$ cat config.mk
export PLATFORM = sky130hd
export DESIGN_NAME = pkt_read_arbiter
export DESIGN_NICKNAME = d
export VERILOG_FILES = /design/src/rtl/pkt_read_arbiter.sv
export SDC_FILE = /design/constraint.sdc
export NUM_CORES = 1
export LEC_CHECK = 0
export ABC_AREA = 0
export BUFFER_PORTS_ARGS = -buffer_cell sky130_fd_sc_hd__buf_2
export CORE_AREA = 2 2 148 150
export DETAILED_ROUTE_END_ITERATION = 8
export DIE_AREA = 0 0 150 152
export GPL_ROUTABILITY_DRIVEN = 0
export PLACE_DENSITY = 0.76
export SLEW_MARGIN = 10
export SYNTH_ARGS = -nofsm -noshare
export SYNTH_HDL_FRONTEND = slang
export SYNTH_SLANG_ARGS = --single-unit
$ cat constraint.sdc
create_clock -name i_clk -period 2.4 [get_ports i_clk]
set_input_delay 0.24 -clock i_clk [delete_from_list [all_inputs] [get_ports i_clk]]
set_output_delay 0.24 -clock i_clk [all_outputs]
set_load 0.01 [all_outputs]
$ cat src/rtl/pkt_read_arbiter.sv
// Round-robin arbiter sharing one memory read port among four requesters, with a
// tag pipe that routes returning data back. Define P0_STRICT_PRIORITY_EN to give port 0 strict priority.
module pkt_read_arbiter #(
    parameter int RD_LATENCY = 2,
    parameter int ERR_CNT_W  = 16
) (
    input  logic                 i_clk,
    input  logic                 i_rst_n,
    input  logic [15:0]          iv_pkt_raddr_p0,
    input  logic [15:0]          iv_pkt_raddr_p1,
    input  logic [15:0]          iv_pkt_raddr_p2,
    input  logic [15:0]          iv_pkt_raddr_p3,
    input  logic                 i_pkt_rd_p0,
    input  logic                 i_pkt_rd_p1,
    input  logic                 i_pkt_rd_p2,
    input  logic                 i_pkt_rd_p3,
    output logic                 o_pkt_raddr_ack_p0,
    output logic                 o_pkt_raddr_ack_p1,
    output logic                 o_pkt_raddr_ack_p2,
    output logic                 o_pkt_raddr_ack_p3,
    output logic [15:0]          ov_pkt_raddr,
    output logic                 o_pkt_rd,
    input  logic [133:0]         iv_pkt_data,
    input  logic                 i_pkt_data_wr,
    output logic [133:0]         ov_pkt_data,
    output logic                 o_pkt_data_wr_p0,
    output logic                 o_pkt_data_wr_p1,
    output logic                 o_pkt_data_wr_p2,
    output logic                 o_pkt_data_wr_p3,
    output logic                 o_rd_err_pulse,
    output logic [ERR_CNT_W-1:0] ov_rd_err_cnt
);

    logic [3:0]  req;
    logic [3:0]  ack_q;
    logic [3:0]  eligible;
    logic [1:0]  last_grant;
    logic [1:0]  grant_id;
    logic        win_valid;
    logic [1:0]  win_id;
    logic [1:0]  idx;
    logic [15:0] win_addr;
    logic [3:0]  data_wr_q;
    logic        tag_v  [RD_LATENCY];
    logic [1:0]  tag_id [RD_LATENCY];
    logic        tail_v;
    logic [1:0]  tail_id;
    logic        mismatch;

    assign req = {i_pkt_rd_p3, i_pkt_rd_p2, i_pkt_rd_p1, i_pkt_rd_p0};
    assign {o_pkt_raddr_ack_p3, o_pkt_raddr_ack_p2, o_pkt_raddr_ack_p1, o_pkt_raddr_ack_p0} = ack_q;
    assign {o_pkt_data_wr_p3, o_pkt_data_wr_p2, o_pkt_data_wr_p1, o_pkt_data_wr_p0} = data_wr_q;

    assign tail_v   = tag_v[RD_LATENCY-1];
    assign tail_id  = tag_id[RD_LATENCY-1];
    assign mismatch = i_pkt_data_wr ^ tail_v;

    // A port acked this cycle is masked so a held request is not granted twice.
    always_comb begin
        eligible  = req & ~ack_q;
        win_valid = 1'b0;
        win_id    = 2'd0;
        idx       = 2'd0;
`ifdef P0_STRICT_PRIORITY_EN
        if (eligible[0]) begin
            win_valid = 1'b1;
            win_id    = 2'd0;
        end else begin
            for (int k = 1; k <= 4; k++) begin
                idx = last_grant + k[1:0];
                if (!win_valid && idx != 2'd0 && eligible[idx]) begin
                    win_valid = 1'b1;
                    win_id    = idx;
                end
            end
        end
`else
        for (int k = 1; k <= 4; k++) begin
            idx = last_grant + k[1:0];
            if (!win_valid && eligible[idx]) begin
                win_valid = 1'b1;
                win_id    = idx;
            end
        end
`endif
    end

    always_comb begin
        win_addr = iv_pkt_raddr_p0;
        case (win_id)
            2'd1:    win_addr = iv_pkt_raddr_p1;
            2'd2:    win_addr = iv_pkt_raddr_p2;
            2'd3:    win_addr = iv_pkt_raddr_p3;
            default: win_addr = iv_pkt_raddr_p0;
        endcase
    end

    always_ff @(posedge i_clk or negedge i_rst_n) begin
        if (!i_rst_n) begin
            ack_q        <= 4'd0;
            o_pkt_rd     <= 1'b0;
            ov_pkt_raddr <= 16'd0;
            last_grant   <= 2'd3;
            grant_id     <= 2'd0;
        end else begin
            ack_q    <= 4'd0;
            o_pkt_rd <= win_valid;
            if (win_valid) begin
                ov_pkt_raddr  <= win_addr;
                ack_q[win_id] <= 1'b1;
                grant_id      <= win_id;
`ifdef P0_STRICT_PRIORITY_EN
                if (win_id != 2'd0)
                    last_grant <= win_id;
`else
                last_grant <= win_id;
`endif
            end
        end
    end

    // Stage 0 captures the read issued this cycle; the tail lines up with memory data valid.
    always_ff @(posedge i_clk or negedge i_rst_n) begin
        if (!i_rst_n) begin
            for (int i = 0; i < RD_LATENCY; i++) begin
                tag_v[i]  <= 1'b0;
                tag_id[i] <= 2'd0;
            end
        end else begin
            tag_v[0]  <= o_pkt_rd;
            tag_id[0] <= grant_id;
            for (int i = 1; i < RD_LATENCY; i++) begin
                tag_v[i]  <= tag_v[i-1];
                tag_id[i] <= tag_id[i-1];
            end
        end
    end

    always_ff @(posedge i_clk or negedge i_rst_n) begin
        if (!i_rst_n) begin
            ov_pkt_data    <= '0;
            data_wr_q      <= 4'd0;
            o_rd_err_pulse <= 1'b0;
            ov_rd_err_cnt  <= '0;
        end else begin
            if (i_pkt_data_wr)
                ov_pkt_data <= iv_pkt_data;
            for (int n = 0; n < 4; n++)
                data_wr_q[n] <= i_pkt_data_wr & tail_v & (tail_id == n[1:0]);
            o_rd_err_pulse <= mismatch;
            if (mismatch && ov_rd_err_cnt != {ERR_CNT_W{1'b1}})
                ov_rd_err_cnt <= ov_rd_err_cnt + 1'b1;
        end
    end

endmodule

==> summary.md <==
| Metric | Value |
|---|---|
| Initial antenna violation count | 0 |
| Top Ports | 381 |
| FP Rows | 54 |
| Yosys Warn Count | 0 |
| DR iter-0 viols | between 200 and 300 |
| Mapped cell area | between 0.007 and 0.008 mm^2 |
| Slowest stage delay, CP | around 0.41 ns |
| CORE AREA | approximately 0.021 mm^2 |
| Hold depth | 2 |
| Post-DP HPWL | around 14 mm |
| Startpoint Class | flop |
| CP delay by family, top | compound AO/OA/AOI/OAI gates |
| CP Cell Sequence | or3b_4, mux2i_2, o21ai_4, buf_4, o32ai_1, a211oi_2 |
| Drt first pass iters | 5 |
| Slew Limit Headroom | 47.3% |
| Hold Fails Final Rpt | 0 |
| WHS Endpoint | ov_pkt_data[34] |
| DRC Markers | 0 |
| Final setup viols | 0 |
| Die X-Extent | roughly 150 um |
| First-pass GRT wire length | ~29 mm |
| Largest cells by area after synthesis | dfrtp_1 (61%), mux2_2 (20%), mux2i_1 (2.2%) |
| PwrDens | 918 mW/mm^2 |
| Final WL | 18.7 mm |
| Total negative slack | 0 ns |
| Post-synth EDFFs | 0 |
| Clk root buf | clkbuf_16 |
| Fin crit share | 81.6% |
| Worst Reg2Reg Path Length in Cells | 6 |
| Cts repair resizes | 0 |
| Gate Count Post-Synth | around 510 |
| CTS sink count | about 190 |
| Yosys top cell area share | roughly three fifths |
| Post-Syn Nets | between 700 and 800 |
| Slowest cell on crit path | dfrtp_1 |
| IO buf count | 380 |
| Max Freq | 511 MHz |
| Vias/cell | 4.76 |
| WP buf/inv | 1 |
| Yosys reg bits | 186 |
| RSZ-0062 raised after global routing | false |
| Routed Antenna Nets | 0 |
| Arrival time worst endpoint | roughly 2.2 ns |
| Post-synth top area cell | dfrtp_1 |
| GRT Util Overall | 16.2% |
| Final Net Count | 1,097 |
| Clock-pin slew on the worst setup and hold paths | 0.08 ns |
| Maximum clock path buffer count | 2 |
| Min cycle time layout | between 1.5 and 2 ns |
| Hold_buf cts | 1 |
| Reg2reg start | ack_q[3] |
| CTS tree | done |
| CP max FO | 23 |
| Antenna cells | 0 |
| Final core occ | 48.8% |
| Worst R2R End | ov_pkt_raddr[4] |
| H-tree depth | 4 |
| Clock Skews | roughly 0.011 ns |
| Max-cap violations | 0 |
| Routed length per instance | roughly 16 um |
| Final Power | 9.55 mW |
| Worst Hold Launch | iv_pkt_data[34] |
| Unique cell type count in the Yosys netlist | 43 |
| Total gr overflow | 0 |
| CTS Buf Count | 17 |
| Top_reg_cell synth | dfrtp_1 |
| Share of layout cells above drive strength 1 | between 60% and 70% |
| Crit Path Class | reg2reg |
| Ys async rst share | 100% |
| Leakage Power | ~5.0 nW |
| Post CTS Setup Buffer Count | 0 |
| Die height | roughly 150 um |
| R2R Setup Slk | 0.44 ns |
| Seq/Total Area, Yosys | between 60 and 70% |
| Worst path required time | around 2.7 ns |
| Clock latency on the worst-skew pair | ~0.42 ns |
| Area Overhead vs Synth | 36.8% |
| CP Depth | 6 |
| Hold Path Class | in2reg |
| Max VDD drop | roughly 0.57 mV |
| Slew Limit Fails | 0 |
| Synth Area per Inst | roughly 15 um^2 |
| Status | complete, no violations |
| Initial Utilization | a little over a third |
| Vias in the first global route | around 5,700 |
| Vias | about 5,600 |
| Worst-margin pin slew | a little under 0.8 ns |
| Die ar. | between 0.02 and 0.025 mm^2 |
| Setup crit end kind | flop |
| Largest net degree at the start of global routing | roughly 140 |
==> placed cells by master (no fill, tap or decap), types with 3 or more instances in the layout <==
master and instances:
nor2b_1 4, nand2_1 14, mux2_2 134, buf_4 9, a211oi_1 5, nand4_1 8
nand3_1 9, and2_1 3, clkinvlp_4 4, mux2i_1 17, clkbuf_16 17, buf_12 4
clkinv_4 3, o32ai_1 6, o32ai_2 10, nor3_1 4, xnor2_1 10, dfrtp_1 184
inv_8 5, buf_2 378, nor2_1 8, a211oi_2 13, a21oi_1 3, nor4_1 16
==> power breakdown <==
part | internal (mW) | leakage (nW) | switching [mW]
clock network | 1.37 | 0.262 | 1.30
logic | 1.30 | 2.53 | 1.49
registers | 3.71 | 2.20 | 0.391
==> metal layers <==
metal	up-vias	part of all wire, %	track usage [%]
li1	2633	-	-
met1	2693	39	18.9
met2	264	51	28.4
met3	31	7.3	4.38
met4	0	2.3	5.44
met5	-	0	0
==> cell families after synthesis <==
family / synth area share [%]
AOI/OAI and AO/OA: 6.89
xor gates and xnor gates: 1.27
adders and majority gates: 0.329
buffers and inverters: 2.30
DFF: 61.2
muxes: 22.4
and+or+nand+nor: 5.59
==> registers in the layout, indices dropped and copies added, names as in the netlist <==
register / cells
data_wr_q: 4
grant_id: 2
o_pkt_rd: 1
ov_pkt_raddr: 16
tail_id: 2
o_rd_err_pulse: 1
tag_id: 2
ack_q: 4
tail_v: 1
last_grant: 2
ov_pkt_data: 134
ov_rd_err_cnt: 16
tag_v: 1
==> how the worst max path moves through the flow <==
stage | to | from
floorplan | ov_pkt_raddr[5] | ack_q[3]
global placement | ov_pkt_raddr[3] | ack_q[3]
detailed placement | ov_pkt_raddr[4] | ack_q[3]
CTS | ov_pkt_raddr[4] | ack_q[3]
global route | ov_rd_err_cnt[15] | tail_v
finish | ov_pkt_raddr[4] | ack_q[3]
==> worst reg2reg max path, delay by kind of cell (launching register included) <==
kind            cells  cell delay, ns
buf+inv             1            0.24
simple gates        1            0.40
compound gates      3            0.53
flops               1            0.41
mux                 1            0.24
==> metrics by stage <==
step	worst slack, ns	cell area [um^2]	cells	hold slack, ns
after global placement	0.563	9840	1150	0.214
after floorplan	0.665	7610	507	-0.0556
final	0.442	10400	1182	0.0485
after global routing	0.370	10400	1182	0.0276
after CTS	0.469	10400	1182	0.0225
after detailed placement	0.485	9840	1150	0.210
==> layout make-up <==
class	count	area [um^2]
fillers	1910	10900
repair buffers	393	2060
clock buffers	17	425
clock inverters	14	130
well taps	280	350
flip-flops and latches	186	4660
inverters	3	11.3
multi-input cells	289	2780
==> synth_stat cells (2+ instances only) <==
library cell / instances
o32ai_2: 10
buf_6: 4
dfstp_2: 2
dfrtp_1: 184
nor2_1: 8
o21ai_4: 2
mux2i_1: 17
o32ai_1: 6
nand2_1: 14
inv_1: 2
mux2_2: 134
nor4_1: 16
and3_1: 2
nand4_1: 8
nand3_1: 9
a21o_1: 2
nor3_1: 4
ha_1: 2
a211oi_2: 13
nor2b_1: 4
clkbuf_1: 11
buf_2: 11
buf_4: 3
and2_1: 3
a21oi_1: 3
a211oi_1: 5
xnor2_1: 10
nand2b_1: 2
o21a_1: 2
Note: power is estimated with default switching activity, not from simulation.
